### src/rtl/irrigation_scheduler_if.sv
// Sensor/tick inputs and actuator/timer/state outputs of the irrigation scheduler.
// IRRIGATION_MANUAL_START_EN adds the start_pulse input.
interface irrigation_scheduler_if;
  logic       tick;
  logic       low_water_level;
  logic       mid_water_level;
  logic       high_water_level;
  logic       earth_humidity;
  logic       air_humidity;
  logic       low_temperature;
`ifdef IRRIGATION_MANUAL_START_EN
  logic       start_pulse;
`endif
  logic       splinker_bomb;
  logic       dripper_valvule;
  logic       water_supply_valvule;
  logic       alarm;
  logic [1:0] minutes_d;
  logic [3:0] minutes_u;
  logic [2:0] seconds_d;
  logic [2:0] state;

  modport master (
`ifdef IRRIGATION_MANUAL_START_EN
    output start_pulse,
`endif
    output tick, low_water_level, mid_water_level, high_water_level,
    output earth_humidity, air_humidity, low_temperature,
    input  splinker_bomb, dripper_valvule, water_supply_valvule, alarm,
    input  minutes_d, minutes_u, seconds_d, state
  );

  modport slave (
`ifdef IRRIGATION_MANUAL_START_EN
    input  start_pulse,
`endif
    input  tick, low_water_level, mid_water_level, high_water_level,
    input  earth_humidity, air_humidity, low_temperature,
    output splinker_bomb, dripper_valvule, water_supply_valvule, alarm,
    output minutes_d, minutes_u, seconds_d, state
  );
endinterface

### src/rtl/irrigation_scheduler.sv
// Tank-fill / irrigate / cooldown sequencer with a BCD countdown (one step per 10 s tick).
// IRRIGATION_MANUAL_START_EN: IDLE -> IRRIGATING also needs start_pulse.
//
// state      | meaning
// IDLE       | waiting; fill if tank low, irrigate if soil dry
// FILLING    | supply valve open until the tank is full
// IRRIGATING | sprinkler or dripper running, timer counting down
// COOLDOWN   | 50 s pause before returning to IDLE
// FAULT      | inconsistent level sensors; alarm until a clean tick
module irrigation_scheduler (
  input  logic                   clock,
  input  logic                   reset_n,
  irrigation_scheduler_if.slave  bus
);

  typedef enum logic [2:0] {
    IDLE       = 3'b000,
    FILLING    = 3'b001,
    IRRIGATING = 3'b010,
    COOLDOWN   = 3'b011,
    FAULT      = 3'b100
  } state_t;

  // timer layout: {minutes_d[1:0], minutes_u[3:0], seconds_d[2:0]}
  localparam logic [8:0] TIMER_ZERO  = 9'b00_0000_000;
  localparam logic [8:0] SPR_LOAD    = {2'd1, 4'd5, 3'd0};
  localparam logic [8:0] DRIP_LOAD   = {2'd3, 4'd0, 3'd0};
  localparam logic [8:0] COOL_LOAD   = {2'd0, 4'd0, 3'd5};

  state_t     state_q, state_d;
  logic [8:0] timer_q, timer_d;
  logic       mode_spr_q, mode_spr_d;
  logic       spr_q, spr_d;
  logic       drip_q, drip_d;
  logic       valve_q, valve_d;
  logic       alarm_q, alarm_d;

  logic conflict;
  logic timer_zero;
  logic start_ok;

  function automatic logic [8:0] bcd_dec(input logic [8:0] t);
    logic [1:0] md;
    logic [3:0] mu;
    logic [2:0] sd;
    {md, mu, sd} = t;
    if (t != TIMER_ZERO) begin
      if (sd != 3'd0) begin
        sd = sd - 3'd1;
      end else begin
        sd = 3'd5;
        if (mu != 4'd0) begin
          mu = mu - 4'd1;
        end else begin
          mu = 4'd9;
          md = md - 2'd1;
        end
      end
    end
    return {md, mu, sd};
  endfunction

  assign conflict   = (bus.high_water_level & ~bus.mid_water_level) |
                      (bus.mid_water_level  & ~bus.low_water_level);
  assign timer_zero = (timer_q == TIMER_ZERO);

`ifdef IRRIGATION_MANUAL_START_EN
  assign start_ok = bus.start_pulse;
`else
  assign start_ok = 1'b1;
`endif

  always_comb begin
    state_d    = state_q;
    timer_d    = timer_q;
    mode_spr_d = mode_spr_q;
    if (conflict) begin
      state_d = FAULT;
      timer_d = TIMER_ZERO;
    end else begin
      case (state_q)
        IDLE: begin
          timer_d = TIMER_ZERO;
          if (!bus.low_water_level) begin
            state_d = FILLING;
          end else if (!bus.earth_humidity && start_ok) begin
            state_d    = IRRIGATING;
            mode_spr_d = ~bus.air_humidity & ~bus.low_temperature & bus.mid_water_level;
            timer_d    = mode_spr_d ? SPR_LOAD : DRIP_LOAD;
          end
        end
        FILLING: begin
          timer_d = TIMER_ZERO;
          if (bus.high_water_level) state_d = IDLE;
        end
        IRRIGATING: begin
          // losing the tank outranks finishing the run
          if (!bus.low_water_level) begin
            state_d = FILLING;
            timer_d = TIMER_ZERO;
          end else if (bus.earth_humidity || (bus.tick && timer_zero)) begin
            state_d = COOLDOWN;
            timer_d = COOL_LOAD;
          end else if (bus.tick) begin
            timer_d = bcd_dec(timer_q);
          end
        end
        COOLDOWN: begin
          if (bus.tick && timer_zero) begin
            state_d = IDLE;
          end else if (bus.tick) begin
            timer_d = bcd_dec(timer_q);
          end
        end
        FAULT: begin
          timer_d = TIMER_ZERO;
          if (bus.tick) state_d = IDLE;
        end
        default: begin
          state_d = IDLE;
          timer_d = TIMER_ZERO;
        end
      endcase
    end

    spr_d   = (state_d == IRRIGATING) &&  mode_spr_d;
    drip_d  = (state_d == IRRIGATING) && !mode_spr_d;
    valve_d = (state_d == FILLING);
    alarm_d = (state_d == FAULT) || !bus.mid_water_level;
  end

  always_ff @(posedge clock) begin
    if (!reset_n) begin
      state_q    <= IDLE;
      timer_q    <= TIMER_ZERO;
      mode_spr_q <= 1'b0;
      spr_q      <= 1'b0;
      drip_q     <= 1'b0;
      valve_q    <= 1'b0;
      alarm_q    <= 1'b0;
    end else begin
      state_q    <= state_d;
      timer_q    <= timer_d;
      mode_spr_q <= mode_spr_d;
      spr_q      <= spr_d;
      drip_q     <= drip_d;
      valve_q    <= valve_d;
      alarm_q    <= alarm_d;
    end
  end

  assign bus.state                = state_q;
  assign bus.splinker_bomb        = spr_q;
  assign bus.dripper_valvule      = drip_q;
  assign bus.water_supply_valvule = valve_q;
  assign bus.alarm                = alarm_q;
  assign {bus.minutes_d, bus.minutes_u, bus.seconds_d} = timer_q;

endmodule

### src/flat_wrapper.sv
// flat-port wrapper written by rule: the top's interface ports become plain ports
module irrigation_scheduler_flat 
  (clock, reset_n, bus_tick, bus_low_water_level, bus_mid_water_level, bus_high_water_level, bus_earth_humidity, bus_air_humidity, bus_low_temperature, bus_splinker_bomb, bus_dripper_valvule, bus_water_supply_valvule, bus_alarm, bus_minutes_d, bus_minutes_u, bus_seconds_d, bus_state);
  irrigation_scheduler_if bus_i ();
  input  logic clock;
  input  logic reset_n;
  input wire logic [$bits(bus_i.tick)-1:0] bus_tick;
  input wire logic [$bits(bus_i.low_water_level)-1:0] bus_low_water_level;
  input wire logic [$bits(bus_i.mid_water_level)-1:0] bus_mid_water_level;
  input wire logic [$bits(bus_i.high_water_level)-1:0] bus_high_water_level;
  input wire logic [$bits(bus_i.earth_humidity)-1:0] bus_earth_humidity;
  input wire logic [$bits(bus_i.air_humidity)-1:0] bus_air_humidity;
  input wire logic [$bits(bus_i.low_temperature)-1:0] bus_low_temperature;
  output wire logic [$bits(bus_i.splinker_bomb)-1:0] bus_splinker_bomb;
  output wire logic [$bits(bus_i.dripper_valvule)-1:0] bus_dripper_valvule;
  output wire logic [$bits(bus_i.water_supply_valvule)-1:0] bus_water_supply_valvule;
  output wire logic [$bits(bus_i.alarm)-1:0] bus_alarm;
  output wire logic [$bits(bus_i.minutes_d)-1:0] bus_minutes_d;
  output wire logic [$bits(bus_i.minutes_u)-1:0] bus_minutes_u;
  output wire logic [$bits(bus_i.seconds_d)-1:0] bus_seconds_d;
  output wire logic [$bits(bus_i.state)-1:0] bus_state;
  assign bus_i.tick = bus_tick;
  assign bus_i.low_water_level = bus_low_water_level;
  assign bus_i.mid_water_level = bus_mid_water_level;
  assign bus_i.high_water_level = bus_high_water_level;
  assign bus_i.earth_humidity = bus_earth_humidity;
  assign bus_i.air_humidity = bus_air_humidity;
  assign bus_i.low_temperature = bus_low_temperature;
  assign bus_splinker_bomb = bus_i.splinker_bomb;
  assign bus_dripper_valvule = bus_i.dripper_valvule;
  assign bus_water_supply_valvule = bus_i.water_supply_valvule;
  assign bus_alarm = bus_i.alarm;
  assign bus_minutes_d = bus_i.minutes_d;
  assign bus_minutes_u = bus_i.minutes_u;
  assign bus_seconds_d = bus_i.seconds_d;
  assign bus_state = bus_i.state;
  irrigation_scheduler u_core (.clock(clock), .reset_n(reset_n), .bus(bus_i));
endmodule
### config.mk
export PLATFORM = sky130hd
export DESIGN_NAME = irrigation_scheduler_flat
export DESIGN_NICKNAME = d
export VERILOG_FILES = /design/src/rtl/irrigation_scheduler_if.sv /design/src/rtl/irrigation_scheduler.sv /design/src/flat_wrapper.sv
export SDC_FILE = /design/constraint.sdc
export NUM_CORES = 1
export LEC_CHECK = 0
export ABC_AREA = 1
export CORE_MARGIN = 1.5
export CORE_UTILIZATION = 50
export DETAILED_ROUTE_END_ITERATION = 16
export GPL_TIMING_DRIVEN = 1
export PLACE_DENSITY = 0.89
export SYNTH_ARGS = -nofsm -noshare
export SYNTH_HDL_FRONTEND = slang
export SYNTH_SLANG_ARGS = --single-unit
### constraint.sdc
create_clock -name clock -period 2.1 [get_ports clock]
set_input_delay 0.42 -clock clock [delete_from_list [all_inputs] [get_ports clock]]
set_output_delay 0.42 -clock clock [all_outputs]
set_load 0.005 [all_outputs]
== Yosys cells after proc, flatten, opt, wreduce, memory -nomap -nowiden ==
Index checks and enable logic that the tools add are counted.

* Bits in writable memories: 0
* Latch bits: 0
* Flip-flop bits (word level): 17
* ROM bits: 0
* Bits of input ports: 9
* Memories kept: 0

* Multiply operators: 0
* Bitwise gates (word level): 10
* Divide/modulo/power cells: 0
* Order comparisons: 0
* Multiplexer cells: 29
* Reduce and logical (&&, ||, !) cells: 13
* Eq/ne operators: 8
* Shifts and indexed selects: 0
* Add/subtract/negate cells: 3

{| class="wikitable"
|+ Operators with widths
! cell !! number
|-
| 9-bit 2-to-1 mux || 7
|-
| 3-bit 2-to-1 mux || 10
|-
| 9-bit one-hot mux with 3 select lines || 1
|-
| 3-bit one-hot mux with 5 select lines || 1
|-
| 4-bit 2-to-1 mux || 3
|-
| 3-bit by 2-bit == test with 1-bit output (second input constant) || 3
|-
| 9-bit zero test || 1
|-
| 9-bit nonzero test || 1
|-
| 3-bit by 1-bit == test with 1-bit output (second input constant) || 2
|-
| 3-bit == test (second input constant) || 2
|-
| 2-bit 2-to-1 mux || 3
|-
| 1-bit inverter || 5
|-
| 1-bit bitwise AND || 4
|-
| 1-bit 2-to-1 mux || 4
|-
| 4-bit nonzero test || 1
|-
| 4-bit by 1-bit subtractor with 4-bit output (second input constant) || 1
|-
| 1-bit logical AND || 3
|-
| 3-bit zero test || 1
|-
| 3-bit nonzero test || 1
|-
| 3-bit by 1-bit subtractor with 3-bit output (second input constant) || 1
|-
| 1-bit zero test || 2
|-
| 1-bit logical OR || 2
|-
| 2-bit inequality test (second input constant) || 1
|-
| 2-bit OR reduction || 1
|-
| 2 further kinds || 2
|}

== Longest topological paths before layout ==
Gate-level depths: netlist (run 1).

* Word-level depth: 9
* Mapped depth: 11

== Least setup slack after synthesis (run 1) ==
Ideal clock, no wire load.

* Path kind: register -> register
* Start: register u_core.timer_q[4]
* End: register u_core.timer_q[8]
* Buffers on the path: 0
* Arrival time: 1.193 ns
* Data required time: 1.977 ns
* Clock period less this slack: 1.316 ns
* Slack: 0.784 ns
* Stages on the path, launching flop included: 12
* Cell sequence: dfxtp_1 -> inv_1 -> ha_1 -> nand2_1 -> nor2_1 -> nand2_1 -> nor2_2 -> nand2_1 -> nand2_1 -> nand2_1 -> nand2_1 -> a21oi_1

* Longest elaborated chain between the ends: 8
* Elaborated cells between the ends (all ways): 14

{| class="wikitable"
|+ Ends and longest elaborated chain
! element !! RTL line !! RTL
|-
| start: declaration || irrigation_scheduler.sv:31 || <nowiki>logic [8:0] timer_q, timer_d;</nowiki>
|-
| start signal: assignment || irrigation_scheduler.sv:143 || <nowiki>timer_q <= timer_d;</nowiki>
|-
| 4-bit nonzero test || irrigation_scheduler.sv:52 || <nowiki>if (mu != 4'd0) begin</nowiki>
|-
| 2-bit 2-to-1 mux (3 in series) || n/a ||
|-
| 9-bit 2-to-1 mux || n/a ||
|-
| 9-bit 2-to-1 mux || irrigation_scheduler.sv:101 || <nowiki>end else if (bus.earth_humidity || (bus.tick && timer_zero)) begin</nowiki>
|-
| 9-bit 2-to-1 mux || irrigation_scheduler.sv:98 || <nowiki>if (!bus.low_water_level) begin</nowiki>
|-
| 9-bit one-hot mux with 3 select lines || irrigation_scheduler.sv:81 || <nowiki>case (state_q)</nowiki>
|}

Parallel ways exist; a longest one is shown, timed or not. The select of a mux whose other input is x is not followed.
A chain may end at the register's enable or synchronous reset.

== Worst setup path after layout (run 1) ==
* Start: register u_core.timer_q[6]
* End: output bus_minutes_u[3]

{| class="wikitable"
|+ RTL lines
! element !! RTL line !! RTL
|-
| end: declaration || flat_wrapper.sv:19 || <nowiki>output wire logic [$bits(bus_i.minutes_u)-1:0] bus_minutes_u;</nowiki>
|}

No word-level cell between the ends.

==> results of run 1 <==
## worst min path at each step
| stage | slack (ps) | end | cells after the start |
|---|---|---|---|
| final | 520 | u_core.timer_q[2] | 2 |
| after global routing | 560 | u_core.timer_q[2] | 2 |
| after CTS | 510 | u_core.timer_q[2] | 2 |
| after detailed placement | 500 | u_core.timer_q[2] | 2 |
| after global placement | 490 | u_core.timer_q[2] | 2 |
| after floorplan | 480 | u_core.timer_q[2] | 2 |
## registers in the layout, indices dropped and copies added, names as in the netlist
register                         flops
u_core.bus.dripper_valvule           1
u_core.mode_spr_q                    1
u_core.timer_q                       9
u_core.bus.state                     3
u_core.bus.splinker_bomb             1
u_core.bus.alarm                     1
u_core.bus.water_supply_valvule      1
## cell families (layout without fill, tap and decap cells)
group	Yosys count	after routing	share of synthesized area
and+or+nand+nor	88	88	0.418
DFF	17	17	0.353
AOI/OAI and AO/OA	20	20	0.125
xor gates and xnor gates	1	1	0.00908
buffers and inverters	21	50	0.0830
adders and majority gates	1	1	0.0130
## through the flow
step | util | setup slack (ps) | total power (uW) | hold WS, ps | std cells
floorplan | - | 784 | 403 | 480 | 148
CTS | 0.721 | 390 | 626 | 514 | 202
global placement | 0.705 | 179 | 448 | 489 | 198
finish | 0.721 | 390 | 625 | 518 | 202
global route | 0.721 | 336 | 655 | 558 | 202
detailed placement | 0.705 | 158 | 452 | 500 | 198
## Yosys cell counts, drive strengths merged
| cell | count | area (um2) |
|---|---|---|
| nand3 | 16 | 90.1 |
| nor2 | 18 | 82.6 |
| dfxtp | 17 | 340 |
| or2 | 1 | 6.26 |
| nor3 | 3 | 20.0 |
| xor2 | 1 | 8.76 |
| a31oi | 1 | 6.26 |
| inv | 20 | 75.1 |
| ha | 1 | 12.5 |
| clkinv | 1 | 5.00 |
| nand3b | 1 | 7.51 |
| nand2 | 46 | 175 |
| a21oi | 11 | 62.6 |
| nand4 | 2 | 12.5 |
| o211ai | 2 | 15.0 |
| o21bai | 1 | 7.51 |
| o21ai | 5 | 28.8 |
| and2 | 1 | 8.76 |
## power groups by stage
stage	registers [uW]	logic [uW]	clock network, uW
finish	336	110	179
global route	337	122	195
CTS	336	110	180
detailed placement	344	108	0
global placement	343	105	0
floorplan	344	59.4	0
## metal layers
layer	GRT usage	share of wire	vias up	wire length, um
met5	0	0	-	0
met4	0.106	0.016	0	36
met3	0.0423	0.074	5	171
met2	0.436	0.51	49	1180
met1	0.285	0.40	459	921
li1	-	-	534	-
## cell type report
class / count / area (um2) / area share
Timing Repair Buffer: 25 / 248 / 0.195
Tap cell: 25 / 31.3 / 0.0246
Inverter: 21 / 80.1 / 0.0630
Clock inverter: 1 / 5.00 / 0.00394
Multi-Input combinational cell: 110 / 544 / 0.428
Clock buffer: 3 / 22.5 / 0.0177
Sequential cell: 17 / 340 / 0.268
## worst register-to-register path, stage by stage (launching register included)
cell and delay [ps]:
dfxtp_1 330, inv_1 110, ha_1 210, nand2_1 60, nor2_1 180, nand2_1 110
nor2_2 130, nand2_1 60, nand2_1 60, nand2_1 40, nand2_1 50, a21oi_1 50
==> results.sh, run 1 <==
export IMPL_area_delta_synth_final_pct=31.8
export IMPL_postCtsSetupBuffers=0
export IMPL_ys_warnings_count=0
export IMPL_cts_root_buf="clkbuf_4"
export IMPL_slowest_delay_ps=540
export IMPL_power_share_switching=0.280
export IMPL_logic_gate_share_of_total_power=0.175
export IMPL_timing_hold_worst_class="reg -> reg"
export IMPL_path_clk_slew_ps=110
export IMPL_cts_buffers=3
export IMPL_num_antenna_cells=0
export IMPL_ant_nets=0
export IMPL_ys_seq_elements=17
export IMPL_max_cap_violations=0
export IMPL_mostFrequentLayoutCells="nand2_1 (45), clkdlybuf4s50_1 (24), inv_1 (18), dfxtp_1 (17)"
export IMPL_grt_pass1_wl_um=3830
export IMPL_clock_insertion_delay_worst_skew_ps=300
export IMPL_route_detailed_drc=0
export IMPL_die_area_um2=2200
export IMPL_pin_count=25
export IMPL_design_area_um2=1270
export IMPL_period_needed_ps=1710
export IMPL_critical_path_top_delay_family="buffers and inverters"
export IMPL_timing_critical_path_fanout_max=7
export IMPL_crit_reg2reg_capture="u_core.timer_q[8]"
export IMPL_post_synth_inst_count=148
export IMPL_cts_sinks=17
export IMPL_reg2reg_slack_ps=590
export IMPL_critPathRequiredTime_ps=1680
export IMPL_synth_distinct_cells=26
export IMPL_maximum_clock_frequency_mhz=585
export IMPL_min_from="u_core.timer_q[2]"
export IMPL_synth_avg_cell_area_um2=6.52
export IMPL_die_height_um=46.9
export IMPL_grt_antenna_before_repair=0
export IMPL_synthesis_nets=158
export IMPL_overflow=0
export IMPL_maxSlewViolCount=0
export IMPL_power_net_switching_uw=175
export IMPL_post_cts_resized=0
export IMPL_grt_start_max_net_pins=11
export IMPL_drt_first_pass_iters=4
export IMPL_p_leak_uw=0.000598
export IMPL_total_routed_wirelength_um=2310
export IMPL_via_count=1047
export IMPL_layout_drive_gt1_share=0.119
export IMPL_place_port_buffers=24
export IMPL_design_final_nets=188
export IMPL_source_of_the_worst_register_to_register_timing_path="u_core.timer_q[4]"
export IMPL_post_synthesis_instance_area_um2=965
export IMPL_synth_yosys_seq_area_share=0.353
export IMPL_worst_slew_margin_rel=0.798
export IMPL_setup_viols_final=0
export IMPL_grt_util_overall=0.244
export IMPL_htree_num_levels=1
export IMPL_cp_depth=1
export IMPL_classification_of_the_worst_setup_path="reg -> out"
export IMPL_internal_power_uw=450
export IMPL_dpl_hpwl_um=1810
export IMPL_status="completed"
export IMPL_initial_utilization=0.547
export IMPL_via_density_per_instance=5.18
export IMPL_worst_slew_pin_slew_ps=302
export IMPL_setup_tns_ps=0
export IMPL_wl_per_cell_um=11.4
export IMPL_power_share_clock=0.286
export IMPL_n_fill_cell=173
export IMPL_floorplan_core_area_um2=1760
export IMPL_grt_setup_unrepaired="no"
export IMPL_vdd_drop_max_mv=0.396
export IMPL_cts_tree="built"
export IMPL_fp_dieW_um=46.9
export IMPL_final_min_period_over_clock_period=0.814
export IMPL_finalWeightedCongestion=0.913
export IMPL_critPathLaunchType="register"
export IMPL_dr_first_iter_drc_count=31
export IMPL_finClkSkew_ps=14.5
export IMPL_buffering_stage_count_on_the_worst_path_with_inverters_included=1
export IMPL_leading_cell_type_in_the_layout_fill_and_taps_excluded="nand2_1"
export IMPL_crit_start="u_core.timer_q[6]"
export IMPL_power_density_nw_per_um2=492
export IMPL_cts_root_to_sink_buffers=2
export IMPL_crit_chain="clkdlybuf4s50_1"
export IMPL_final_hold_viol_count=0
export IMPL_power_sequential_fraction=0.538
export IMPL_place_area_um2=1240
export IMPL_critical_path_slowest_cell="clkdlybuf4s50_1"
export IMPL_worst_endpoint_arrival_ps=1290
export IMPL_std_cell_rows=15
export IMPL_reg2regPathDepth=11
export IMPL_cts_hold_buffers_added=0
export IMPL_timing_critical_path_to_type="output port"
export IMPL_crit_end="bus_minutes_u[3]"
export IMPL_grt_pass1_vias=949
(Power assumes the default switching activity.)
==> inputs of run 2 (changes only) <==
CORE_UTILIZATION = 43   (was 50)
PLACE_DENSITY = 0.82   (was 0.89)
clock period = 1.35 ns   (was 2.1 ns; I/O delays follow)
==> results.sh, run 2 (synthesized netlist as in run 1, its figures left out) <==
export IMPL_status="finished with violations"
export IMPL_violations="negative setup slack"
export IMPL_path_clk_slew_ps=100
export IMPL_finClkSkew_ps=1.99
export IMPL_register_with_the_highest_flop_count="u_core.timer_q"
export IMPL_critPathLaunchType="register"
export IMPL_design_final_nets=214
export IMPL_cts_buffers=3
export IMPL_grt_start_max_net_pins=11
export IMPL_grt_util_overall=0.245
export IMPL_worst_endpoint_arrival_ps=1680
export IMPL_p_leak_uw=0.000836
export IMPL_wl_per_cell_um=13.5
export IMPL_final_hold_viol_count=0
export IMPL_source_of_the_worst_register_to_register_timing_path="u_core.timer_q[3]"
export IMPL_reg2regPathDepth=6
export IMPL_worst_slew_margin_rel=0.823
export IMPL_layout_drive_gt1_share=0.453
export IMPL_largest_register_ffs=9
export IMPL_drt_first_pass_iters=4
export IMPL_std_cell_rows=16
export IMPL_worst_hold_path_num_cells=3
export IMPL_timing_critical_path_fanout_max=6
export IMPL_grt_setup_unrepaired="yes"
export IMPL_pin_count=25
export IMPL_crit_reg2reg_capture="u_core.bus.dripper_valvule"
export IMPL_setup_viols_final=5
export IMPL_timing_critical_path_to_type="register"
export IMPL_total_routed_wirelength_um=3110
export IMPL_maximum_clock_frequency_mhz=687
export IMPL_floorplan_core_area_um2=2040
export IMPL_finalWeightedCongestion=0.870
export IMPL_dpl_hpwl_um=2090
export IMPL_initial_utilization=0.472
export IMPL_cts_hold_buffers_added=0
export IMPL_design_area_um2=1620
export IMPL_critPathRequiredTime_ps=1570
export IMPL_crit_start="u_core.timer_q[3]"
export IMPL_cts_root_to_sink_buffers=2
export IMPL_cts_root_buf="clkbuf_4"
export IMPL_worst_slew_pin_slew_ps=263
export IMPL_max_cap_violations=0
export IMPL_leading_cell_type_in_the_layout_fill_and_taps_excluded="nand2_1"
export IMPL_grt_pass1_vias=1191
export IMPL_period_needed_ps=1460
export IMPL_via_count=1199
export IMPL_clock_insertion_delay_worst_skew_ps=300
export IMPL_power_uw=1040
export IMPL_dr_first_iter_drc_count=21
export IMPL_via_density_per_instance=5.21
export IMPL_die_area_um2=2540
export IMPL_reg2reg_slack_ps=-110
export IMPL_power_density_nw_per_um2=642
export IMPL_die_height_um=50.4
export IMPL_vdd_drop_max_mv=0.504
export IMPL_mostFrequentLayoutCells="nand2_1 (33), buf_4 (27), dlygate4sd2_1 (16), inv_1 (13), nand2_2 (12)"
export IMPL_timing_hold_worst_class="in -> reg"
export IMPL_grt_antenna_before_repair=0
export IMPL_maxSlewViolCount=0
export IMPL_htree_num_levels=1
export IMPL_grt_pass1_wl_um=4760
export IMPL_place_port_buffers=24
export IMPL_overflow=0
export IMPL_num_antenna_cells=0
export IMPL_layout_utilization=0.793
export IMPL_cts_tree="built"
export IMPL_ant_nets=0
export IMPL_crit_end="u_core.bus.dripper_valvule"
export IMPL_route_detailed_drc=0
export IMPL_fp_dieW_um=50.4
export IMPL_place_area_um2=1430
export IMPL_final_min_period_over_clock_period=1.08
export IMPL_cts_sinks=17
export IMPL_n_fill_cell=146
export IMPL_area_delta_synth_final_pct=67.8
export IMPL_classification_of_the_worst_setup_path="reg -> reg"
export IMPL_worst_slack_ps=-106
==> run 2: changes by cell type in the layout (fill, tap and decap cells not counted), moves of 4 or more <==
cell / change
nor2_1: -6
inv_2: +4
dlygate4sd2_1: +16
clkdlybuf4s50_1: -18
dfxtp_1: -14
nand3_1: -4
dfxtp_2: +11
buf_4: +26
inv_1: -5
nor2_4: +6
nand2_1: -12
nand2_2: +11
==> run 2: stage by stage <==
stage          cells  setup slack [ps]  hold WS (ps)  setup TNS (ps)
2_1_floorplan    148              34.5           364               0
3_3_place_gp     224              -316           551           -4250
3_5_place_dp     224              -358           574           -4650
4_1_cts          230             -14.1           575           -14.1
5_1_grt          230              -162           413            -816
6_report         230              -106           406            -240
==> run 2: report_power, final <==
group	switching [uW]	leakage [uW]	internal (uW)	total, uW
combinational	131	0.000672	107	238
sequential	8.90	0.000146	510	519
clock	172	0.0000177	111	283
total	312	0.000836	728	1040
==> run 2: per-layer routing <==
metal | routed length, um | vias up | share of wire | global-route usage
met5 | 0 | - | 0 | 0
met4 | 74 | 0 | 0.024 | 0.113
met3 | 161 | 11 | 0.052 | 0.0387
met2 | 1660 | 46 | 0.53 | 0.482
met1 | 1210 | 548 | 0.39 | 0.247
li1 | - | 594 | - | -
==> run 2: layout make-up <==
type	instances	area, um2	area share
clock buffer	3	22.5	0.0139
clock inverter	1	5.00	0.00309
inverter	21	83.8	0.0518
multi-input combinational	110	683	0.422
sequential	17	365	0.226
tap	27	33.8	0.0209
timing repair buffer	51	425	0.263
==> run 2: critical path, stage by stage, from the launching register on <==
cell	delay, ps
dfxtp_4	380
nor2_1	100
and2_4	180
nand3_4	140
a21oi_2	190
nand4_1	210
nor3_1	180
==> run 2: how the worst min path moves through the flow <==
stage                              endpoint  slack, ps                 from
final                      u_core.bus.alarm        410  bus_mid_water_level
after global routing       u_core.bus.alarm        410  bus_mid_water_level
after CTS                 u_core.timer_q[8]        570    u_core.timer_q[8]
after detailed placement  u_core.timer_q[8]        570    u_core.timer_q[8]
after global placement    u_core.timer_q[8]        550    u_core.timer_q[8]
after floorplan            u_core.bus.alarm        360  bus_mid_water_level
==> run 2: timing repair <==
item                                    CTS  global route
endpoints found under the hold margin     0             0
setup buffers                             2             1
endpoints found under the setup margin   26            15
resized for setup                        46            35
pin swaps                                 6             6
